<file path="src/rtl/rv_mem_arbiter_if.sv">
// Core-side bus of the unified memory arbiter: instruction fetch port and data port.
// The core drives the master modport; the arbiter takes the slave modport.
interface rv_mem_arbiter_if;
    logic        i_req;
    logic [31:0] i_addr;
    logic [31:0] i_rdata;
    logic        i_ack;
    logic        d_req;
    logic        d_we;
    logic [31:0] d_addr;
    logic [31:0] d_wdata;
    logic [31:0] d_rdata;
    logic        d_ack;

    modport master (
        output i_req, i_addr, d_req, d_we, d_addr, d_wdata,
        input  i_rdata, i_ack, d_rdata, d_ack
    );

    modport slave (
        input  i_req, i_addr, d_req, d_we, d_addr, d_wdata,
        output i_rdata, i_ack, d_rdata, d_ack
    );
endinterface

</file>
<file path="src/rtl/rv_mem_arbiter.sv">
// Round-robin arbiter sharing one single-port synchronous RAM between the
// instruction and data ports, with a LED register decoded at data address bit IO_BIT.
module rv_mem_arbiter #(
    parameter int ADDR_W = 10,
    parameter int LED_W  = 3,
    parameter int IO_BIT = 12
) (
    input  logic              clk,
    input  logic              reset,
    rv_mem_arbiter_if.slave   bus,
    output logic              mem_en,
    output logic              mem_we,
    output logic [ADDR_W-1:0] mem_addr,
    output logic [31:0]       mem_wdata,
    input  logic [31:0]       mem_rdata,
    output logic [LED_W-1:0]  leds
);

    typedef enum logic [1:0] {IDLE, WAIT, ACK} state_t;

    state_t             state_reg;
    logic               prio_d_reg;   // 1: data port wins the next tie
    logic               sel_d_reg;    // current access belongs to the data port
    logic               io_reg;       // current access targets the LED register
    logic [LED_W-1:0]   leds_reg;
    logic [31:0]        i_rdata_reg;
    logic [31:0]        d_rdata_reg;
    logic               i_ack_reg;
    logic               d_ack_reg;

    logic idle;
    logic grant_i;
    logic grant_d;
    logic d_io;
    logic unused_addr_bits;

    assign idle    = (state_reg == IDLE);
    assign grant_i = idle && bus.i_req && (!bus.d_req || !prio_d_reg);
    assign grant_d = idle && bus.d_req && (!bus.i_req ||  prio_d_reg);
    assign d_io    = bus.d_addr[IO_BIT];

    // The RAM sees the request combinationally in the grant cycle; LED accesses bypass it.
    assign mem_en    = grant_i || (grant_d && !d_io);
    assign mem_we    = grant_d && !d_io && bus.d_we;
    assign mem_addr  = grant_d ? bus.d_addr[ADDR_W+1:2] : bus.i_addr[ADDR_W+1:2];
    assign mem_wdata = bus.d_wdata;

    assign bus.i_rdata = i_rdata_reg;
    assign bus.d_rdata = d_rdata_reg;
    assign bus.i_ack   = i_ack_reg;
    assign bus.d_ack   = d_ack_reg;
    assign leds        = leds_reg;

    // Byte-lane and high address bits alias by design.
    assign unused_addr_bits = ^{bus.i_addr[31:ADDR_W+2], bus.i_addr[1:0],
                                bus.d_addr[31:ADDR_W+2], bus.d_addr[1:0]};

    always_ff @(posedge clk) begin
        if (reset) begin
            state_reg   <= IDLE;
            prio_d_reg  <= 1'b0;
            sel_d_reg   <= 1'b0;
            io_reg      <= 1'b0;
            leds_reg    <= '0;
            i_rdata_reg <= '0;
            d_rdata_reg <= '0;
            i_ack_reg   <= 1'b0;
            d_ack_reg   <= 1'b0;
        end else begin
            case (state_reg)
                IDLE: begin
                    if (grant_i || grant_d) begin
                        state_reg  <= WAIT;
                        sel_d_reg  <= grant_d;
                        io_reg     <= grant_d && d_io;
                        prio_d_reg <= grant_i;
                        if (grant_d && d_io && bus.d_we) begin
                            leds_reg <= bus.d_wdata[LED_W-1:0];
                        end
                    end
                end
                WAIT: begin
                    state_reg <= ACK;
                    if (sel_d_reg) begin
                        d_rdata_reg <= io_reg ? {{(32-LED_W){1'b0}}, leds_reg} : mem_rdata;
                        d_ack_reg   <= 1'b1;
                    end else begin
                        i_rdata_reg <= mem_rdata;
                        i_ack_reg   <= 1'b1;
                    end
                end
                ACK: begin
                    state_reg <= IDLE;
                    i_ack_reg <= 1'b0;
                    d_ack_reg <= 1'b0;
                end
                default: state_reg <= IDLE;
            endcase
        end
    end

endmodule

</file>
<file path="src/flat_wrapper.sv">
// flat-port wrapper written by rule: the top's interface ports become plain ports
module rv_mem_arbiter_flat 
#(
    parameter int ADDR_W = 10,
    parameter int LED_W  = 3,
    parameter int IO_BIT = 12
)
  (clk, reset, mem_en, mem_we, mem_addr, mem_wdata, mem_rdata, leds, bus_i_req, bus_i_addr, bus_d_req, bus_d_we, bus_d_addr, bus_d_wdata, bus_i_rdata, bus_i_ack, bus_d_rdata, bus_d_ack);
  rv_mem_arbiter_if bus_i ();
  input  logic clk;
  input  logic reset;
  output logic mem_en;
  output logic mem_we;
  output logic [ADDR_W-1:0] mem_addr;
  output logic [31:0] mem_wdata;
  input  logic [31:0] mem_rdata;
  output logic [LED_W-1:0] leds;
  input wire logic [$bits(bus_i.i_req)-1:0] bus_i_req;
  input wire logic [$bits(bus_i.i_addr)-1:0] bus_i_addr;
  input wire logic [$bits(bus_i.d_req)-1:0] bus_d_req;
  input wire logic [$bits(bus_i.d_we)-1:0] bus_d_we;
  input wire logic [$bits(bus_i.d_addr)-1:0] bus_d_addr;
  input wire logic [$bits(bus_i.d_wdata)-1:0] bus_d_wdata;
  output wire logic [$bits(bus_i.i_rdata)-1:0] bus_i_rdata;
  output wire logic [$bits(bus_i.i_ack)-1:0] bus_i_ack;
  output wire logic [$bits(bus_i.d_rdata)-1:0] bus_d_rdata;
  output wire logic [$bits(bus_i.d_ack)-1:0] bus_d_ack;
  assign bus_i.i_req = bus_i_req;
  assign bus_i.i_addr = bus_i_addr;
  assign bus_i.d_req = bus_d_req;
  assign bus_i.d_we = bus_d_we;
  assign bus_i.d_addr = bus_d_addr;
  assign bus_i.d_wdata = bus_d_wdata;
  assign bus_i_rdata = bus_i.i_rdata;
  assign bus_i_ack = bus_i.i_ack;
  assign bus_d_rdata = bus_i.d_rdata;
  assign bus_d_ack = bus_i.d_ack;
  rv_mem_arbiter #(.ADDR_W(ADDR_W), .LED_W(LED_W), .IO_BIT(IO_BIT)) u_core (.clk(clk), .reset(reset), .bus(bus_i), .mem_en(mem_en), .mem_we(mem_we), .mem_addr(mem_addr), .mem_wdata(mem_wdata), .mem_rdata(mem_rdata), .leds(leds));
endmodule
</file>
<file path="config.mk">
export PLATFORM = sky130hd
export DESIGN_NAME = rv_mem_arbiter_flat
export DESIGN_NICKNAME = d
export VERILOG_FILES = /design/src/rtl/rv_mem_arbiter_if.sv /design/src/rtl/rv_mem_arbiter.sv /design/src/flat_wrapper.sv
export SDC_FILE = /design/constraint.sdc
export NUM_CORES = 1
export LEC_CHECK = 0
export CORE_ASPECT_RATIO = 1.25
export CORE_UTILIZATION = 34
export DETAILED_ROUTE_END_ITERATION = 10
export GPL_TIMING_DRIVEN = 1
export HOLD_SLACK_MARGIN = 0.08
export MAX_ROUTING_LAYER = met4
export PLACE_DENSITY = 0.82
export SLEW_MARGIN = 20
export SYNTH_ARGS = -nofsm -noshare
export SYNTH_HDL_FRONTEND = slang
export SYNTH_SLANG_ARGS = --single-unit
export TNS_END_PERCENT = 10
</file>
<file path="constraint.sdc">
create_clock -name clk -period 3.9 [get_ports clk]
set_input_delay 1.17 -clock clk [delete_from_list [all_inputs] [get_ports clk]]
set_output_delay 1.17 -clock clk [all_outputs]
set_load 0.05 [all_outputs]
</file>
==> results.ini, run 1 <==
[worst_setup_path]
r2r_slack_ps=2040
cp_slowest_cell=or3b_4
crit_family=simple AND/OR/NAND/NOR gates
cp-end-kind=output port
startpoint_type=primary input
crit_fanout=11
path_depth=6
required_ps=2730
arrival_ps=2690
path_buf_inv=3
crit_path_max_incr_delay_ps=400
timing.rr.start=u_core.state_reg[0]
crit_chain=clkdlybuf4s15_1 > or3b_4 > or2_4 > buf_12 > mux2_4 > buf_4
timing.rr.end=u_core.bus.d_rdata[30]
r2r_cells=4
path_class=in -> out

[place]
dp_slack_ps=-263.0
portBuffers=144
hpwlAfterDp_mm=6.391
gp_congestion=0.7946

[detailed_routing]
wirelength_mm=8.952
drt_first_pass_iters=4
antenna_left=0
routedWlPerCell_um=14.70
vias=2884
drt_iter0_drc=127
viasPerCell=4.736
drcViolationCount=0

[global_routing]
grt_max_degree=38
busiest_layer=met2
grt_pass1_vias=2953
grtUsageMet3=0.05138
groute.layer.met1.usage=0.2116
grt_overflow=0
met2_usage=0.3231
grtUsageTotal=0.1944
grt_pass1_wl_mm=13.90
antenna_found_initial=0

[clocking]
clk_pin_slew_worst_paths_ps=50
post-cts-setup-buffer-count=0
insertion_delay_ps=330
clockRootBuffer=clkbuf_16
numCtsBuffers=9
cts.hold.buffers_added=0
cts_max_level=3
cts_tree=done
clock_sinks=74
cts.path.max_buffers=2
cts_resized=2

[power_and_ir_drop]
p_leak_nw=1.732
power_density_nw_per_um2=429.7
peakVddDrop_mv=0.3130
finalPower_mw=2.085

[floorplanning]
initial_core_util=0.3494
io_pins=246
coreArea_um2=9125
num_rows=39
die_h_um=110.3
fp.dieW_um=88.61
die_area_um2=9771

[logic_synthesis]
synth_nets=509
yosysSeqAreaShare=0.4647
synth_edf_count=0
ys_seq_elements=74
avgSynthCellArea_um2=8.479
syn_inst=376
ys_warn_count=0
async_reset_ff_frac=0
syn_area_um2=3188
synthFlopType=dfxtp_1
synth_cell_types=26

[timing]
post-route-min-period_ps=3857
fin_setup_tns_ps=0
finalHoldViolCount=0
setup_slack_ps=42.82
finalSetupViolCount=0
fmax_ghz=0.2593
relSlewSlack=0.2842
rsz0062_at_grt=no
fin_skew_ps=6.977
tightest_slew_ps=1072
drv_slew=0
post-route-period-util=0.9890

[run_status]
outcome=finished clean

[layout]
layout-drive-gt1-share=0.1214
final_util=0.5317
fillers=864
area_growth_pct=52.20
n_antenna_cell=0
nNetsFinal=614

[min_path]
min_from=u_core.bus.d_rdata[26]
min_delay_worst_endpoint=u_core.bus.d_rdata[26]
hp-class=reg -> reg
whs_path_depth=2

[job]
drv_cap=0

==> how the worst max path moves through the flow <==
stage,from,to,slack (ps)
global placement,bus_d_req,mem_we,-250
floorplan,bus_d_req,mem_we,40
detailed placement,bus_d_req,mem_addr[8],-260
CTS,bus_d_req,mem_addr[2],20
global route,bus_d_req,mem_addr[6],2
finish,bus_d_req,mem_addr[5],40
==> final cells by class <==
type	count	area [um^2]	share of cell area
Clock buffer	11	242.7	0.05003
Tap cell	123	153.9	0.03172
Multi-Input combinational cell	241	1353	0.2788
Sequential cell	74	1481	0.3053
Clock inverter	5	53.80	0.01109
Timing Repair Buffer	155	1568	0.3231
==> per-stage QoR <==
step                      cells  area, um^2  hold WS, ps
final                       609        4852        450.5
after global routing        609        4852        469.9
after CTS                   609        4826        453.8
after detailed placement    593        4528        448.2
after global placement      593        4528        438.5
after floorplan             376        3193        487.0
==> tightest hold or removal path: cells and delay by family (launching register included) <==
kind               cells  cell delay, ps
DFF                    1             300
AOI/OAI and AO/OA      1              50
and+or+nand+nor        1              50
==> power by group <==
| part | internal, mW | switching (mW) |
|---|---|---|
| Clock | 0.510 | 0.302 |
| Sequential | 0.790 | 0.0251 |
| Combinational | 0.192 | 0.265 |
| Total | 1.49 | 0.592 |
==> routing by layer <==
| metal | routed length (um) | vias up |
|---|---|---|
| met5 | 0 | - |
| li1 | - | 1421 |
| met3 | 538 | 28 |
| met4 | 198 | 0 |
| met1 | 3611 | 1333 |
| met2 | 4604 | 102 |
==> cells by family (layout without fill, tap and decap cells) <==
group | Yosys count | in the layout | share of synthesized area
buf+inv | 61 | 171 | 0.1193
compound gates | 72 | 72 | 0.1189
simple gates | 153 | 153 | 0.2347
mux | 16 | 16 | 0.06240
flops | 74 | 74 | 0.4647
==> placed cells by master, fill, tap and decap left out, types with 3 or more instances in the layout <==
cell type / n
nand3b_1: 30
mux2i_1: 6
a21oi_1: 65
clkdlybuf4s50_1: 127
buf_12: 6
dfxtp_1: 74
nand2b_1: 8
nand2_1: 95
mux2_4: 7
buf_4: 17
nor2_1: 8
mux2_2: 3
a211oi_1: 3
buf_6: 3
clkbuf_16: 9
clkinv_2: 3
==> synth_stat cells, types with 2 or more instances <==
library cell / instances / area share
nand2_1: 95 / 0.11
dfxtp_1: 74 / 0.46
a21oi_1: 65 / 0.10
buf_4: 32 / 0.075
nand3b_1: 30 / 0.071
clkbuf_1: 25 / 0.029
nand2b_1: 8 / 0.016
nor2_1: 8 / 0.0094
mux2_4: 7 / 0.033
mux2i_1: 6 / 0.019
a211oi_1: 3 / 0.0071
mux2_2: 3 / 0.011
nor2b_1: 3 / 0.0059
nor3b_1: 3 / 0.0071
buf_6: 2 / 0.0071
nor3_1: 2 / 0.0031
Power figures use the tool's default switching activity.
==> run 2: changes to the inputs <==
GPL_TIMING_DRIVEN = 0   (was 1)
==> run 2 against run 1 <==
  * Sequential share of layout area down 3.0 points
  * Critical path depth unchanged
  * Flip-flop and latch count unchanged
  * Clock-buffer cell count unchanged
  * Combinational power up 23%
  * Wire length up 10%
  * Fmax up 1.6%
  * Die area unchanged
  * Final area up 11%
  * Utilization up 5.7 points
  * Clock skew up 1.2 ps
  * Critical path type unchanged
  * Largest cell class unchanged
==> results.ini, run 2 (same netlist as run 1, synthesis figures left out) <==
[floorplanning]
coreArea_um2=9125  ; unchanged
die_h_um=110.3  ; unchanged
num_rows=39  ; unchanged
io_pins=246  ; unchanged
die_area_um2=9771  ; unchanged
initial_core_util=0.3494  ; unchanged
fp.dieW_um=88.61  ; unchanged

[worst_setup_path]
cp-end-kind=output port
crit_fanout=4  ; -7
startpoint_type=primary input
crit_chain=buf_2 > or3b_4 > or2_1 > buf_6 > mux2_2 > clkdlybuf4s15_2
crit_family=simple AND/OR/NAND/NOR gates
path_class=in -> out
cp_slowest_cell=or3b_4
required_ps=2730  ; about the same
path_buf_inv=3  ; unchanged
arrival_ps=2630  ; -60 ps
crit_path_max_incr_delay_ps=380  ; -20 ps

[power_and_ir_drop]
power_density_nw_per_um2=403.1  ; -6.2%
internal_power_mw=1.511  ; +1.2%
clkPwrFrac=0.366  ; -0.023
comb_power_share=0.260  ; +0.040
p_switching_uw=656.4  ; +11%
peakVddDrop_mv=0.2707  ; -14%
p_leak_nw=1.954  ; +13%
finalPower_mw=2.167  ; +3.9%
p_seq_frac=0.374  ; -0.017
switching_share=0.3029  ; +0.01882

[layout]
mostFrequentLayoutCell=clkdlybuf4s50_1
final_util=0.5892  ; +0.05745
fillers=814  ; -5.8%
layout-drive-gt1-share=0.1327  ; +0.01134
area_growth_pct=68.64
final_cell_mix=clkdlybuf4s50_1 (159), nand2_1 (95), dfxtp_1 (74)
n_antenna_cell=0  ; unchanged
nNetsFinal=693  ; +13%
postLayoutCellArea_um2=5376  ; +11%
final_cells=688  ; +13%

[timing]
post-route-period-util=0.9732  ; -0.01579
fmax_ghz=0.2635  ; +1.6%
fin_skew_ps=8.178  ; +1.202 ps
tightest_slew_ps=708.6  ; -363.6 ps
fin_setup_tns_ps=0  ; unchanged
drv_slew=0  ; unchanged
finalHoldViolCount=0  ; unchanged
holdWs_ps=451.9  ; +1.399 ps
finalSetupViolCount=0  ; unchanged
post-route-min-period_ps=3796  ; -61.59 ps
setup_slack_ps=104.4  ; +61.59 ps
rsz0062_at_grt=no
relSlewSlack=0.5266  ; +0.2424

[detailed_routing]
drt_first_pass_iters=6  ; +2
antenna_left=0  ; unchanged
drcViolationCount=0  ; unchanged
wirelength_mm=9.862  ; +10%
routedWlPerCell_um=14.33  ; -2.5%
drt_iter0_drc=169  ; +33%
viasPerCell=4.705  ; -0.65%
vias=3237  ; +12%

[clocking]
cts.path.max_buffers=2  ; unchanged
cts_max_level=3  ; unchanged
insertion_delay_ps=320  ; about the same
cts_tree=done
clockRootBuffer=clkbuf_16
clk_pin_slew_worst_paths_ps=50  ; about the same
post-cts-setup-buffer-count=0  ; unchanged
clock_sinks=74  ; unchanged
numCtsBuffers=9  ; unchanged

[place]
dpl_cell_area_um2=5079  ; +12%
dp_slack_ps=-930.0  ; -667.1 ps
gp_congestion=0.7826  ; -1.5%
hpwlAfterDp_mm=7.824  ; +22%
dp_cells=672  ; +13%
portBuffers=173  ; +20%

[global_routing]
grt_pass1_wl_mm=14.66  ; +5.5%
antenna_found_initial=0  ; unchanged
grtUsageTotal=0.2054  ; +0.01103
grt_max_degree=13  ; -66%
grt_overflow=0  ; unchanged
grt_pass1_vias=3097  ; +4.9%

[run_status]
outcome=finished clean

[min_path]
hp-class=reg -> reg

[job]
drv_cap=0  ; unchanged

run 2: cell count changes in the layout (fill, tap and decap cells not counted), moves of 5 or more:
| cell | change |
|---|---|
| clkdlybuf4s50_1 | +32 |
| buf_6 | +6 |
| buf_4 | +15 |
| buf_12 | -5 |
| clkbuf_1 | +26 |
run 2: area by class of cell:
cell class	instances	area, um^2	share of cell area
Multi-Input combinational cell	241	1338	0.2488
Timing Repair Buffer	173	1735	0.3228
Sequential cell	74	1481	0.2755
Buffer	61	380.4	0.07075
Clock inverter	5	55.05	0.01024
Tap cell	123	153.9	0.02862
Clock buffer	11	232.7	0.04329
run 2: metal layers:
| layer | routed length [um] | part of all wire | GRT usage | up-vias |
|---|---|---|---|---|
| met1 | 4031 | 0.41 | 0.2243 | 1505 |
| met3 | 551 | 0.056 | 0.04542 | 12 |
| met5 | 0 | 0 | - | - |
| met2 | 5142 | 0.52 | 0.3681 | 134 |
| met4 | 136 | 0.014 | 0.06452 | 0 |
| li1 | - | - | - | 1586 |
run 2: worst reg2reg max path, cell delays in order (launching register included):
cell and delay (ps):
dfxtp_1 440, nor3b_1 630, clkbuf_1 440, nand2_1 130
a21oi_1 150
run 2: what timing repair did:
action | CTS | global route
pin swaps | 0 | 0
gates resized for setup | 71 | 4
hold buffers | 0 | 0
setup endpoints to repair | 12 | 10
run 2: worst paths after layout:
| kind | from | end | slack [ps] | cells after the start |
|---|---|---|---|---|
| worst max-delay path | bus_d_req | mem_addr[3] | 100 | 6 |
| worst min register to register | u_core.bus.d_rdata[22] | u_core.bus.d_rdata[22] | 450 | 2 |
| worst min-delay path | u_core.bus.d_rdata[22] | u_core.bus.d_rdata[22] | 450 | 2 |
| worst max register to register | u_core.state_reg[0] | u_core.bus.i_rdata[16] | 2040 | 4 |
run 2: power by group through the flow:
stage                     clock (mW)  sequential (mW)  combinational (mW)
after detailed placement           0            0.827               0.566
final                          0.794            0.810               0.564
after global routing           0.847            0.813               0.596
after global placement             0            0.825               0.557
after floorplan                    0            0.926               0.249
after CTS                      0.808            0.810               0.567
